==> config.mk <==
export PLATFORM = sky130hd
export DESIGN_NAME = pipelined_sequential_subtractor
export DESIGN_NICKNAME = d
export VERILOG_FILES = /design/src/rtl/pipelined_sequential_subtractor.sv
export SDC_FILE = /design/constraint.sdc
export NUM_CORES = 1
export LEC_CHECK = 0
export CAP_MARGIN = 20
export CELL_PAD_IN_SITES_DETAIL_PLACEMENT = 1
export CELL_PAD_IN_SITES_GLOBAL_PLACEMENT = 1
export CORE_MARGIN = 2
export CORE_UTILIZATION = 47
export CTS_CLUSTER_DIAMETER = 80
export DETAILED_ROUTE_END_ITERATION = 16
export DONT_BUFFER_PORTS = 1
export PLACE_DENSITY_LB_ADDON = 0.1
export SETUP_SLACK_MARGIN = 0.15
export SLEW_MARGIN = 25
export SYNTH_ARGS = -nofsm -noshare
export SYNTH_HDL_FRONTEND = slang
export SYNTH_SLANG_ARGS = --single-unit
==> constraint.sdc <==
create_clock -name clk -period 4.25 [get_ports clk]
set_clock_uncertainty 0.2 [all_clocks]
set_input_delay 0.85 -clock clk [delete_from_list [all_inputs] [get_ports clk]]
set_output_delay 0.85 -clock clk [all_outputs]
set_load 0.05 [all_outputs]
==> src/rtl/pipelined_sequential_subtractor.sv <==
// rtl/pipelined_sequential_subtractor.sv - pipelined a - b - bin, one W-bit chunk per stage, ready/valid stream
// Optional signed-overflow output and its sign-bit pipeline are enabled by defining SUB_OVERFLOW_EN.
module pipelined_sequential_subtractor #(
  parameter int N      = 32,
  parameter int STAGES = 4
) (
  input  logic         clk,
  input  logic         rst,
  input  logic [N-1:0] a,
  input  logic [N-1:0] b,
  input  logic         bin,
  input  logic         valid_in,
  output logic         in_ready,
  output logic [N-1:0] s,
  output logic         bout,
  output logic         valid_out,
  input  logic         out_ready
`ifdef SUB_OVERFLOW_EN
  ,
  output logic         ovf
`endif
);
  localparam int W = N / STAGES;

  logic [N-1:0] a_q   [STAGES];
  logic [N-1:0] b_q   [STAGES];
  logic [N-1:0] res_q [STAGES];
  logic         brw_q [STAGES];
  logic         vld_q [STAGES];

  logic [N-1:0] a_in   [STAGES];
  logic [N-1:0] b_in   [STAGES];
  logic [N-1:0] res_in [STAGES];
  logic [N-1:0] res_out[STAGES];
  logic         brw_in [STAGES];
  logic         vld_in [STAGES];
  logic [W:0]   sum    [STAGES];

  logic en;
  logic unused_bits;

  assign valid_out = vld_q[STAGES-1];
  assign en        = ~valid_out | out_ready;
  assign in_ready  = en;
  assign s         = res_q[STAGES-1];
  assign bout      = brw_q[STAGES-1];

`ifdef SUB_OVERFLOW_EN
  logic [N-1:0] b_plus;
  logic         bp_q  [STAGES];
  logic         bp_in [STAGES];

  assign b_plus = b + {{(N-1){1'b0}}, bin};
  assign ovf    = (a_q[STAGES-1][N-1] != bp_q[STAGES-1]) & (res_q[STAGES-1][N-1] != a_q[STAGES-1][N-1]);
  assign unused_bits = ^{a_q[STAGES-1][N-2:0], b_q[STAGES-1], b_plus[N-2:0]};

  always_comb begin
    bp_in[0] = b_plus[N-1];
    for (int k = 1; k < STAGES; k++) bp_in[k] = bp_q[k-1];
  end
`else
  assign unused_bits = ^{a_q[STAGES-1], b_q[STAGES-1]};
`endif

  // Chunk k subtracts as a + ~b + ~borrow; the chunk borrow is the inverted carry.
  always_comb begin
    a_in[0]   = a;
    b_in[0]   = b;
    res_in[0] = '0;
    brw_in[0] = bin;
    vld_in[0] = valid_in;
    for (int k = 1; k < STAGES; k++) begin
      a_in[k]   = a_q[k-1];
      b_in[k]   = b_q[k-1];
      res_in[k] = res_q[k-1];
      brw_in[k] = brw_q[k-1];
      vld_in[k] = vld_q[k-1];
    end
    for (int k = 0; k < STAGES; k++) begin
      sum[k] = {1'b0, a_in[k][k*W +: W]} + {1'b0, ~b_in[k][k*W +: W]} + {{W{1'b0}}, ~brw_in[k]};
      res_out[k] = res_in[k];
      res_out[k][k*W +: W] = sum[k][W-1:0];
    end
  end

  always_ff @(posedge clk) begin
    if (rst) begin
      for (int k = 0; k < STAGES; k++) begin
        vld_q[k] <= 1'b0;
        a_q[k]   <= '0;
        b_q[k]   <= '0;
        res_q[k] <= '0;
        brw_q[k] <= 1'b0;
`ifdef SUB_OVERFLOW_EN
        bp_q[k]  <= 1'b0;
`endif
      end
    end else if (en) begin
      // Bubbles advance as invalid beats but leave the data registers untouched.
      for (int k = 0; k < STAGES; k++) begin
        vld_q[k] <= vld_in[k];
        if (vld_in[k]) begin
          a_q[k]   <= a_in[k];
          b_q[k]   <= b_in[k];
          res_q[k] <= res_out[k];
          brw_q[k] <= ~sum[k][W];
`ifdef SUB_OVERFLOW_EN
          bp_q[k]  <= bp_in[k];
`endif
        end
      end
    end
  end
endmodule

== After elaboration in Yosys (flattened, before gate mapping) ==
Memories as Yosys holds them, arrays and structs flattened.
Index checks and enable logic that the tools add are counted.

* Flip-flop bits (word level): 0
* Bits in writable memories: 392
* Bits of input ports: 69
* Word-level logic and storage cells: 88
* Memories kept: 5

* $add $sub $neg: 8
* Mux-type cells: 41
* Bitwise operators: 34

{| class="wikitable"
|+ Memories
! name !! depth !! width !! read ports !! clocked after memory_dff !! write ports !! RTL line !! source
|-
| a_q || 4 || 32 || 3 || 0 || 4 || 25 || <nowiki>logic [N-1:0] a_q [STAGES];</nowiki>
|-
| b_q || 4 || 32 || 3 || 0 || 4 || 26 || <nowiki>logic [N-1:0] b_q [STAGES];</nowiki>
|-
| res_q || 4 || 32 || 4 || 0 || 4 || 27 || <nowiki>logic [N-1:0] res_q [STAGES];</nowiki>
|-
| brw_q || 4 || 1 || 4 || 0 || 4 || 28 || <nowiki>logic brw_q [STAGES];</nowiki>
|-
| vld_q || 4 || 1 || 4 || 0 || 4 || 29 || <nowiki>logic vld_q [STAGES];</nowiki>
|}

{| class="wikitable"
|+ Operators by type and width
! operator !! count
|-
| 32-bit two-way mux || 12
|-
| 8-bit by 8-bit adder with 9-bit output || 4
|-
| 9-bit by 1-bit adder with 9-bit output || 4
|-
| 8-bit NOT || 4
|-
| 1-bit two-way mux || 29
|-
| 1-bit OR || 21
|-
| 1-bit NOT || 9
|}

== Depth between registers and ports, before layout ==
Gate-level depths: netlist of the first run.
An unclocked memory read counts as a cell.

* Depth in word-level cells: 7
* Gate-level depth with buffers: 7

== Least setup slack after synthesis of the first run ==
No wires, ideal clock.

* Path type: input port to flip-flop
* Start point: input out_ready
* End point: memory a_q[2][24], in the netlist a_q[0][88] (enable)
* Library setup time: 0.496 ns
* Arrival time: 3.962 ns
* Required time: 3.554 ns
* Path slack: -0.408 ns
* Stages on the path: 3
* Buffers on the path: 1
* Cells stage by stage: nor2b_4 > buf_2 > o21ai_0

{| class="wikitable"
|+ RTL lines
! element !! RTL line !! source
|-
| start, declared || 17 || <nowiki>input logic out_ready</nowiki>
|-
| end, declared || 25 ||
|}

==> impl_metrics.tcl, run 1 <==
set metrics [dict create \
    cts.sinks 184 \
    ys_seq_elements 184 \
    fin_area_um2 9270 \
    start_util 0.484 \
    netlist-cell-type-count 49 \
    dpl-instance-area_um2 8640 \
    synth_area_leader_cell "edfxtp_1" \
    grt_pass1_wl_mm 24.5 \
    grt_max_degree 58 \
    status "completed" \
    ir_drop_mv 0.395 \
    fin_crit_sh 0.712 \
    numCtsBuffers 17 \
    ctsHoldBuffers 0 \
    grt.overflow.total 0 \
    cts_buffer_depth 2 \
    cp.required_ns 3.20 \
    row_count 48 \
    die_w_um 138 \
    setup_viol 0 \
    synth_area_leaders "edfxtp_1 66%, and2_1 11%, ha_1 4.2%, inv_1 1.9%, fa_1 1.9%" \
    critical_path.slowest_cell "edfxtp_1" \
    num_antenna_cells 0 \
    synth_nets 720 \
    vias 4470 \
    nFillCells 1718 \
    drive_gt1_frac 0.0824 \
    ioPinCount 104 \
    min_period_ns 3.03 \
    drcViolationCount 0 \
    syn_area_um2 8400 \
    antenna_found_initial 0 \
    synthTopCellsByCount "184 x edfxtp_1, 150 x and2_1, 43 x inv_1" \
    path_cells "nor2b_4 -> clkinv_2" \
    dieHeight_um 138 \
    synth-main-ff-cell "edfxtp_1" \
    clock.fmax_ghz 0.331 \
    nets 724 \
    syn_avg_cell_area_um2 13.7 \
    grt_use_total 0.173 \
    worstSetupPathType "reg -> out" \
    grt_pass1_vias 4665 \
    max-slew-margin-rel 0.493 \
    vias_per_cell 5.22 \
    leakage_nw 3.64 \
    hold_path_class "reg -> reg" \
    h-tree-depth 4 \
    insertion_delay_ns 0.42 \
    critPathCaptureType "output pin" \
    cap_viol_max_count 0 \
    dr.pass1.iters 4 \
    crit_fanout 12 \
    drtIter0Drc 206 \
    route.detailed.wl_per_inst_um 18.1 \
    dieArea_um2 19000 \
    critPathTopFamily "flip-flops" \
    synth_edf_count 184 \
    port_buffers 0 \
    cp_data_arrival_time_ns 1.98 \
    rsz0062_at_grt "false" \
    slowest_delay_ns 0.70 \
    cts.repair.resized 0 \
    syn_inst 615 \
    postRouteAntennaNets 0 \
    clk_pin_slew_worst_paths_ns 0.07 \
    gp_congestion 0.776 \
    powerDensity_nw_per_um2 459 \
    area_growth_pct 10.4 \
    hold_viol 0 \
    synth_top_area_frac 0.658 \
    yosysMostFrequentCell "edfxtp_1" \
    ys_async_sr_fraction 0 \
    post-cts-setup-buffer-count 0 \
    critical_path_buf_inv_count 1 \
    tns_ns 0 \
    cts_root_buffer "clkbuf_16" \
    wl_mm 15.5 \
    slew_viol_final 0 \
    cts_tree "done" \
    worst_setup_path_start_kind "flop" \
    core_um2 17400 \
    yosysWarnings 0 \
    dp_hpwl_mm 11.0 \
    worst_pin_slew_ns 0.760 \
    synth-seq-area-share 0.658 \
    timing.hold.ws_ns 0.315 \
]
[area by class of cell]
cell class              count  area [um^2]  area share
multi-input cells         364         2630       0.284
well taps                 225          282      0.0304
inverters                  49          185      0.0200
clock buffers              17          425      0.0459
repair buffers              3         22.5     0.00243
flip-flops and latches    184         5530       0.596
clock inverters            14          195      0.0211
[power by group]
| group | switching [mW] | internal [mW] | leakage (nW) |
|---|---|---|---|
| Combinational | 0.227 | 0.136 | 1.37 |
| Sequential | 0.102 | 2.13 | 1.97 |
| Clock | 0.669 | 0.986 | 0.305 |
| Total | 0.998 | 3.25 | 3.64 |
[cell families (layout without fill, tap and decap cells)]
kind of cell / Yosys count / count (layout) / synth area share
multiplexers: 4 / 4 / 0.00477
adder cells (fa/ha/maj): 36 / 36 / 0.0608
buffers and inverters: 67 / 83 / 0.0311
AND/OR/NAND/NOR: 256 / 256 / 0.185
XOR/XNOR: 8 / 8 / 0.00834
flip-flops: 184 / 184 / 0.658
AO/OA/AOI/OAI: 60 / 60 / 0.0523
[worst paths after layout]
path | startpoint | end | slack, ns | cells past startpoint
worst min register to register | res_q[0][35] | res_q[0][67] | 0.32 | 1
worst min-delay path | res_q[0][35] | res_q[0][67] | 0.32 | 1
worst max-delay path | vld_q[0][3] | in_ready | 1.22 | 2
worst max register to register | vld_q[0][3] | brw_q[0][2] | 1.37 | 6
[cell usage in the layout (no fill, tap or decap), drive strengths merged, types with 3 or more instances in the layout]
cell     instances
nand4            3
o2111ai          3
clkinv           8
nor3b            3
or3b             4
a211oi           7
a21o             9
o21a             3
nor2b            8
nand2           18
or4              5
a21oi            8
fa               8
nor4             5
nor3             7
nor2            20
edfxtp         184
and2           150
a21boi           4
nand3           12
buf              3
o21ai           13
mux2i            4
xor2             5
bufinv           4
inv             51
nand2b          11
clkbuf          17
xnor2            3
ha              28
[through the flow]
stage	setup WS, ns	std cells	utilization	power, mW
final	1.22	856	0.534	4.25
after global routing	1.14	856	0.534	4.41
after CTS	1.07	856	0.534	4.29
after detailed placement	1.11	825	0.498	2.64
after global placement	1.20	825	0.498	2.62
after floorplan	0.704	615	-	2.53
[sequential cells by signal, summed over array words and instances, names as in the netlist]
register  cells
b_q          48
brw_q         4
vld_q         4
a_q          48
res_q        80
[layer usage]
metal  part of all wire  global-route usage  up-vias
met4              0.016              0.0619        0
li1                   -                   -     2183
met3              0.036              0.0368       15
met2               0.46               0.268      117
met5                  0                   0        -
met1               0.49               0.243     2155
(Power assumes the default switching activity.)
==> inputs of run 2 (changes only) <==
==> constraint.sdc (replaced) <==
create_clock -name clk -period 2.65 [get_ports clk]
set_clock_uncertainty 0.2 [all_clocks]
set_input_delay 0.53 -clock clk [delete_from_list [all_inputs] [get_ports clk]]
set_output_delay 0.53 -clock clk [all_outputs]
set_load 0.05 [all_outputs]
==> run 2 against run 1 <==
Effect of this change:
- cell count rose by 0.58%
- sequential share of layout area fell by 0.59 points
- register-to-register slack got worse by 1.2 ns
- utilization rose by 0.53 points
- cell area rose by 1.0%
- total power rose by 60%
- setup slack got worse by 1.1 ns
- critical path depth rose by 6
- die area did not move
- wire length fell by 0.79%
- clock power rose by 58%
- critical endpoint is now res_q[0][46]
- highest routed layer unchanged
==> impl_metrics.tcl, run 2 (synthesis gave the netlist of run 1 again) <==
set metrics [dict create \
    status "completed" \
    grt_pass1_vias 4664 \
    drive_gt1_frac 0.104 \
    vias_per_cell 5.18 \
    dr.pass1.iters 4 \
    worstSetupPathType "reg -> reg" \
    worst_setup_path_start_kind "flop" \
    crit_fanout 2 \
    cap_viol_max_count 0 \
    p_comb_frac 0.088 \
    pwr-share-clk 0.386 \
    p_sw_mw 1.65 \
    cts_tree "done" \
    drtIter0Drc 150 \
    vias 4460 \
    largest_reg_flops 80 \
    powerDensity_nw_per_um2 728 \
    gp_congestion 0.833 \
    worst_pin_slew_ns 0.781 \
    dp_hpwl_mm 10.9 \
    internal-power_mw 5.16 \
    antenna_found_initial 0 \
    numCtsBuffers 17 \
    nFillCells 1708 \
    path_cells "inv_1 -> fa_2 -> fa_2 -> a21o_1 -> a221oi_2 -> buf_4 -> xor2_1 -> nor2_1" \
    critPathCaptureType "flop" \
    drcViolationCount 0 \
    postRouteAntennaNets 0 \
    grt_max_degree 58 \
    cp_data_arrival_time_ns 2.47 \
    h-tree-depth 4 \
    final_common_cell "edfxtp_1" \
    leakage_nw 3.67 \
    timing.hold.ws_ns 0.0951 \
    mostFrequentLayoutCells "184 x edfxtp_1, 150 x and2_1, 43 x inv_1" \
    p_sw_frac 0.243 \
    start_util 0.484 \
    p_seq_frac 0.525 \
    port_buffers 0 \
    clk_pin_slew_worst_paths_ns 0.07 \
    min_period_ns 2.49 \
    cp.required_ns 2.63 \
    cts_buffer_depth 2 \
    row_count 48 \
    fin_crit_sh 0.940 \
    hold_path_class "in -> reg" \
    critical_path.slowest_cell "fa_2" \
    cts_root_buffer "clkbuf_16" \
    grt_pass1_wl_mm 24.5 \
    regMostFlops "res_q" \
    route.detailed.wl_per_inst_um 17.8 \
    ioPinCount 104 \
    setup_viol 0 \
    slew_viol_final 0 \
    num_antenna_cells 0 \
    seq_area_um2 5530 \
    dieArea_um2 19000 \
    wl_mm 15.4 \
    nets 728 \
    multiInputGateArea_um2 2660 \
    rsz0062_at_grt "true" \
    cts.sinks 184 \
    slowest_delay_ns 0.43 \
    hold_viol 0 \
    area_growth_pct 11.5 \
    tns_ns 0 \
    clock.fmax_ghz 0.402 \
    core_um2 17400 \
    grt_use_total 0.172 \
    grt.overflow.total 0 \
    ir_drop_mv 0.489 \
    cpMostUsedCell "fa_2" \
    die_w_um 138 \
    insertion_delay_ns 0.43 \
    max-slew-margin-rel 0.477 \
    top_regs "res_q x80, a_q x48, b_q x48" \
    dieHeight_um 138 \
]
run 2: what timing repair did:
item | in CTS | in global routing
resized for setup | 4 | 6
cloned | 0 | 0
endpoints found under the hold margin | 0 | 0
setup buffers | 1 | 0
pin swaps | 2 | 1
endpoints found under the setup margin | 4 | 20
hold buffers | 0 | 0
run 2: metal layers:
| metal | up-vias | part of all wire | track usage |
|---|---|---|---|
| met1 | 2137 | 0.47 | 0.237 |
| met3 | 12 | 0.043 | 0.0427 |
| met4 | 0 | 0.011 | 0.0538 |
| li1 | 2191 | - | - |
| met2 | 120 | 0.47 | 0.270 |
| met5 | - | 0 | 0 |
run 2: per-stage QoR:
| step | std cells | worst slack, ns | util | total power, mW | cell area (um^2) |
|---|---|---|---|---|---|
| final | 861 | 0.160 | 0.539 | 6.82 | 9360 |
| after global routing | 861 | 0.0625 | 0.539 | 7.06 | 9360 |
| after CTS | 860 | 0.160 | 0.537 | 6.87 | 9320 |
| after detailed placement | 827 | 0.0248 | 0.500 | 4.24 | 8680 |
| after global placement | 827 | 0.0988 | 0.500 | 4.19 | 8680 |
| after floorplan | 615 | 0.193 | - | 4.05 | 8430 |
run 2: critical path, delay by kind of cell (launching register included):
kind                       cells  cell delay [ns]
and+or+nand+nor                1             0.05
DFF                            1             0.33
xor gates and xnor gates       1             0.15
buffers and inverters          2             0.23
AOI/OAI and AO/OA              2             0.49
adders and majority gates      2             0.80
run 2: worst paths after layout:
check | from | cells past startpoint | endpoint | slack, ns
hold / removal | a[9] | 1 | a_q[0][9] | 0.1
hold reg to reg | res_q[0][38] | 1 | res_q[0][70] | 0.31
setup / recovery | brw_q[0][0] | 8 | res_q[0][46] | 0.16
setup reg to reg | brw_q[0][0] | 8 | res_q[0][46] | 0.16
run 2: final cells by class:
class | instances | area share
tap | 225 | 0.0301
inverter | 49 | 0.0203
multi-input combinational | 364 | 0.284
timing repair buffer | 7 | 0.00909
sequential | 184 | 0.590
clock buffer | 17 | 0.0454
clock inverter | 15 | 0.0205
run 2: power by group through the flow:
| stage | Sequential (mW) | Combinational [mW] | Clock, mW |
|---|---|---|---|
| after detailed placement | 3.65 | 0.586 | 0 |
| after floorplan | 3.61 | 0.437 | 0 |
| after global routing | 3.60 | 0.677 | 2.78 |
| after global placement | 3.64 | 0.549 | 0 |
| final | 3.58 | 0.602 | 2.63 |
| after CTS | 3.59 | 0.599 | 2.69 |
==> inputs of run 3 (changes only) <==
--- a/config.mk
+++ b/config.mk
@@ -5,7 +5,7 @@
 export SDC_FILE = /design/constraint.sdc
 export NUM_CORES = 1
 export LEC_CHECK = 0
-export CAP_MARGIN = 20
+export CAP_MARGIN = 5
 export CELL_PAD_IN_SITES_DETAIL_PLACEMENT = 1
 export CELL_PAD_IN_SITES_GLOBAL_PLACEMENT = 1
 export CORE_MARGIN = 2
==> run 3 against run 2 <==
Effect of this change:
- clock power hardly changed
- register-to-register slack hardly changed
- wire length stayed put
- worst hold slack stayed put
==> impl_metrics.tcl, run 3 (synthesis gave the netlist of run 1 again) <==
set metrics [dict create \
    setup_viol 0 \
    leakage_nw 3.67 \
    worst_pin_slew_ns 0.781 \
    drtIter0Drc 150 \
    ioPinCount 104 \
    wl_met1_mm 7.26 \
    slowest_delay_ns 0.43 \
    status "completed" \
    numCtsBuffers 17 \
    met3_length_um 668 \
    dieHeight_um 138 \
    slew_viol_final 0 \
    grt_use_total 0.172 \
    clock.fmax_ghz 0.402 \
    largest_reg_flops 80 \
    antenna_found_initial 0 \
    clk_pin_slew_worst_paths_ns 0.07 \
    worst_setup_path_start_kind "flop" \
    top_regs "res_q x80, a_q x48, b_q x48" \
    hold_viol 0 \
    drcViolationCount 0 \
    cts_root_buffer "clkbuf_16" \
    cts_tree "done" \
    finalPower_mw 6.82 \
    rsz0062_at_grt "true" \
    cts.sinks 184 \
    critPathCaptureType "flop" \
    die_w_um 138 \
    grt_pass1_wl_mm 24.5 \
    num_antenna_cells 0 \
    dp_hpwl_mm 10.9 \
    fin_crit_sh 0.940 \
    start_util 0.484 \
    max-slew-margin-rel 0.477 \
    highest_layer "met4" \
    drive_gt1_frac 0.104 \
    tns_ns 0 \
    dieArea_um2 19000 \
    crit_fanout 2 \
    hold_path_class "in -> reg" \
    final_common_cell "edfxtp_1" \
    critical_path.slowest_cell "fa_2" \
    wl_mm 15.4 \
    gp_congestion 0.833 \
    regMostFlops "res_q" \
    row_count 48 \
    vias_per_cell 5.18 \
    grt_pass1_vias 4664 \
    dr.pass1.iters 4 \
    powerDensity_nw_per_um2 728 \
    nets 728 \
    min_period_ns 2.49 \
    ctsHoldBuffers 0 \
    cts_buffer_depth 2 \
    wl_met2_mm 7.25 \
    port_buffers 0 \
    cp_data_arrival_time_ns 2.47 \
    worstSetupPathType "reg -> reg" \
    h-tree-depth 4 \
    mostFrequentLayoutCells "184 x edfxtp_1, 150 x and2_1, 43 x inv_1" \
    ir_drop_mv 0.489 \
    area_growth_pct 11.5 \
    cpMostUsedCell "fa_2" \
    route.detailed.wl_per_inst_um 17.8 \
    grt.overflow.total 0 \
    core_um2 17400 \
    postRouteAntennaNets 0 \
    insertion_delay_ns 0.43 \
    cp.required_ns 2.63 \
    cap_viol_max_count 0 \
    path_cells "inv_1 -> fa_2 -> fa_2 -> a21o_1 -> a221oi_2 -> buf_4 -> xor2_1 -> nor2_1" \
    vias 4460 \
    grt_max_degree 58 \
]
## run 3: cell type report
type | count | area, um^2
clock buffer | 17 | 425
clock inverter | 15 | 191
fill | 1708 | 8000
inverter | 49 | 190
multi-input combinational | 364 | 2660
sequential | 184 | 5530
tap | 225 | 282
timing repair buffer | 7 | 85.1
## run 3: critical path, delay by kind of cell (launching register included)
| family | cells | cell delay [ns] |
|---|---|---|
| xor+xnor | 1 | 0.15 |
| compound gates | 2 | 0.49 |
| flops | 1 | 0.33 |
| fa+ha+maj | 2 | 0.80 |
| simple gates | 1 | 0.05 |
| buf+inv | 2 | 0.23 |
## run 3: metrics by stage
stage / utilization / instances / setup WS, ns / hold WS, ns / instance area (um^2)
after floorplan: - / 615 / 0.193 / 0.297 / 8430
after global placement: 0.500 / 827 / 0.0988 / 0.308 / 8680
after detailed placement: 0.500 / 827 / 0.0248 / 0.308 / 8680
after CTS: 0.537 / 860 / 0.160 / 0.0799 / 9320
after global routing: 0.539 / 861 / 0.0625 / 0.0785 / 9360
final: 0.539 / 861 / 0.160 / 0.0951 / 9360
## run 3: per-layer routing
layer / vias to the layer above / global-route usage
met4: 0 / 0.0538
met5: - / 0
li1: 2191 / -
met2: 120 / 0.270
met1: 2137 / 0.237
met3: 12 / 0.0427
## run 3: worst paths after layout
| kind | slack, ns | start | cells after the start | end |
|---|---|---|---|---|
| worst max-delay path | 0.16 | brw_q[0][0] | 8 | res_q[0][46] |
| worst min-delay path | 0.1 | a[9] | 1 | a_q[0][9] |
| worst min register to register | 0.31 | res_q[0][38] | 1 | res_q[0][70] |
| worst max register to register | 0.16 | brw_q[0][0] | 8 | res_q[0][46] |
## run 3: report_power, final
part           switching (mW)  internal (mW)  leakage (nW)
logic                   0.366          0.235          1.40
registers               0.165           3.42          1.97
clock network            1.12           1.51         0.298
total                    1.65           5.16          3.67
## run 3: repair_timing
action                                  in CTS  in global routing
buffers inserted                             1                  0
gates resized for setup                      4                  6
endpoints found under the setup margin       4                 20
pin swaps                                    2                  1
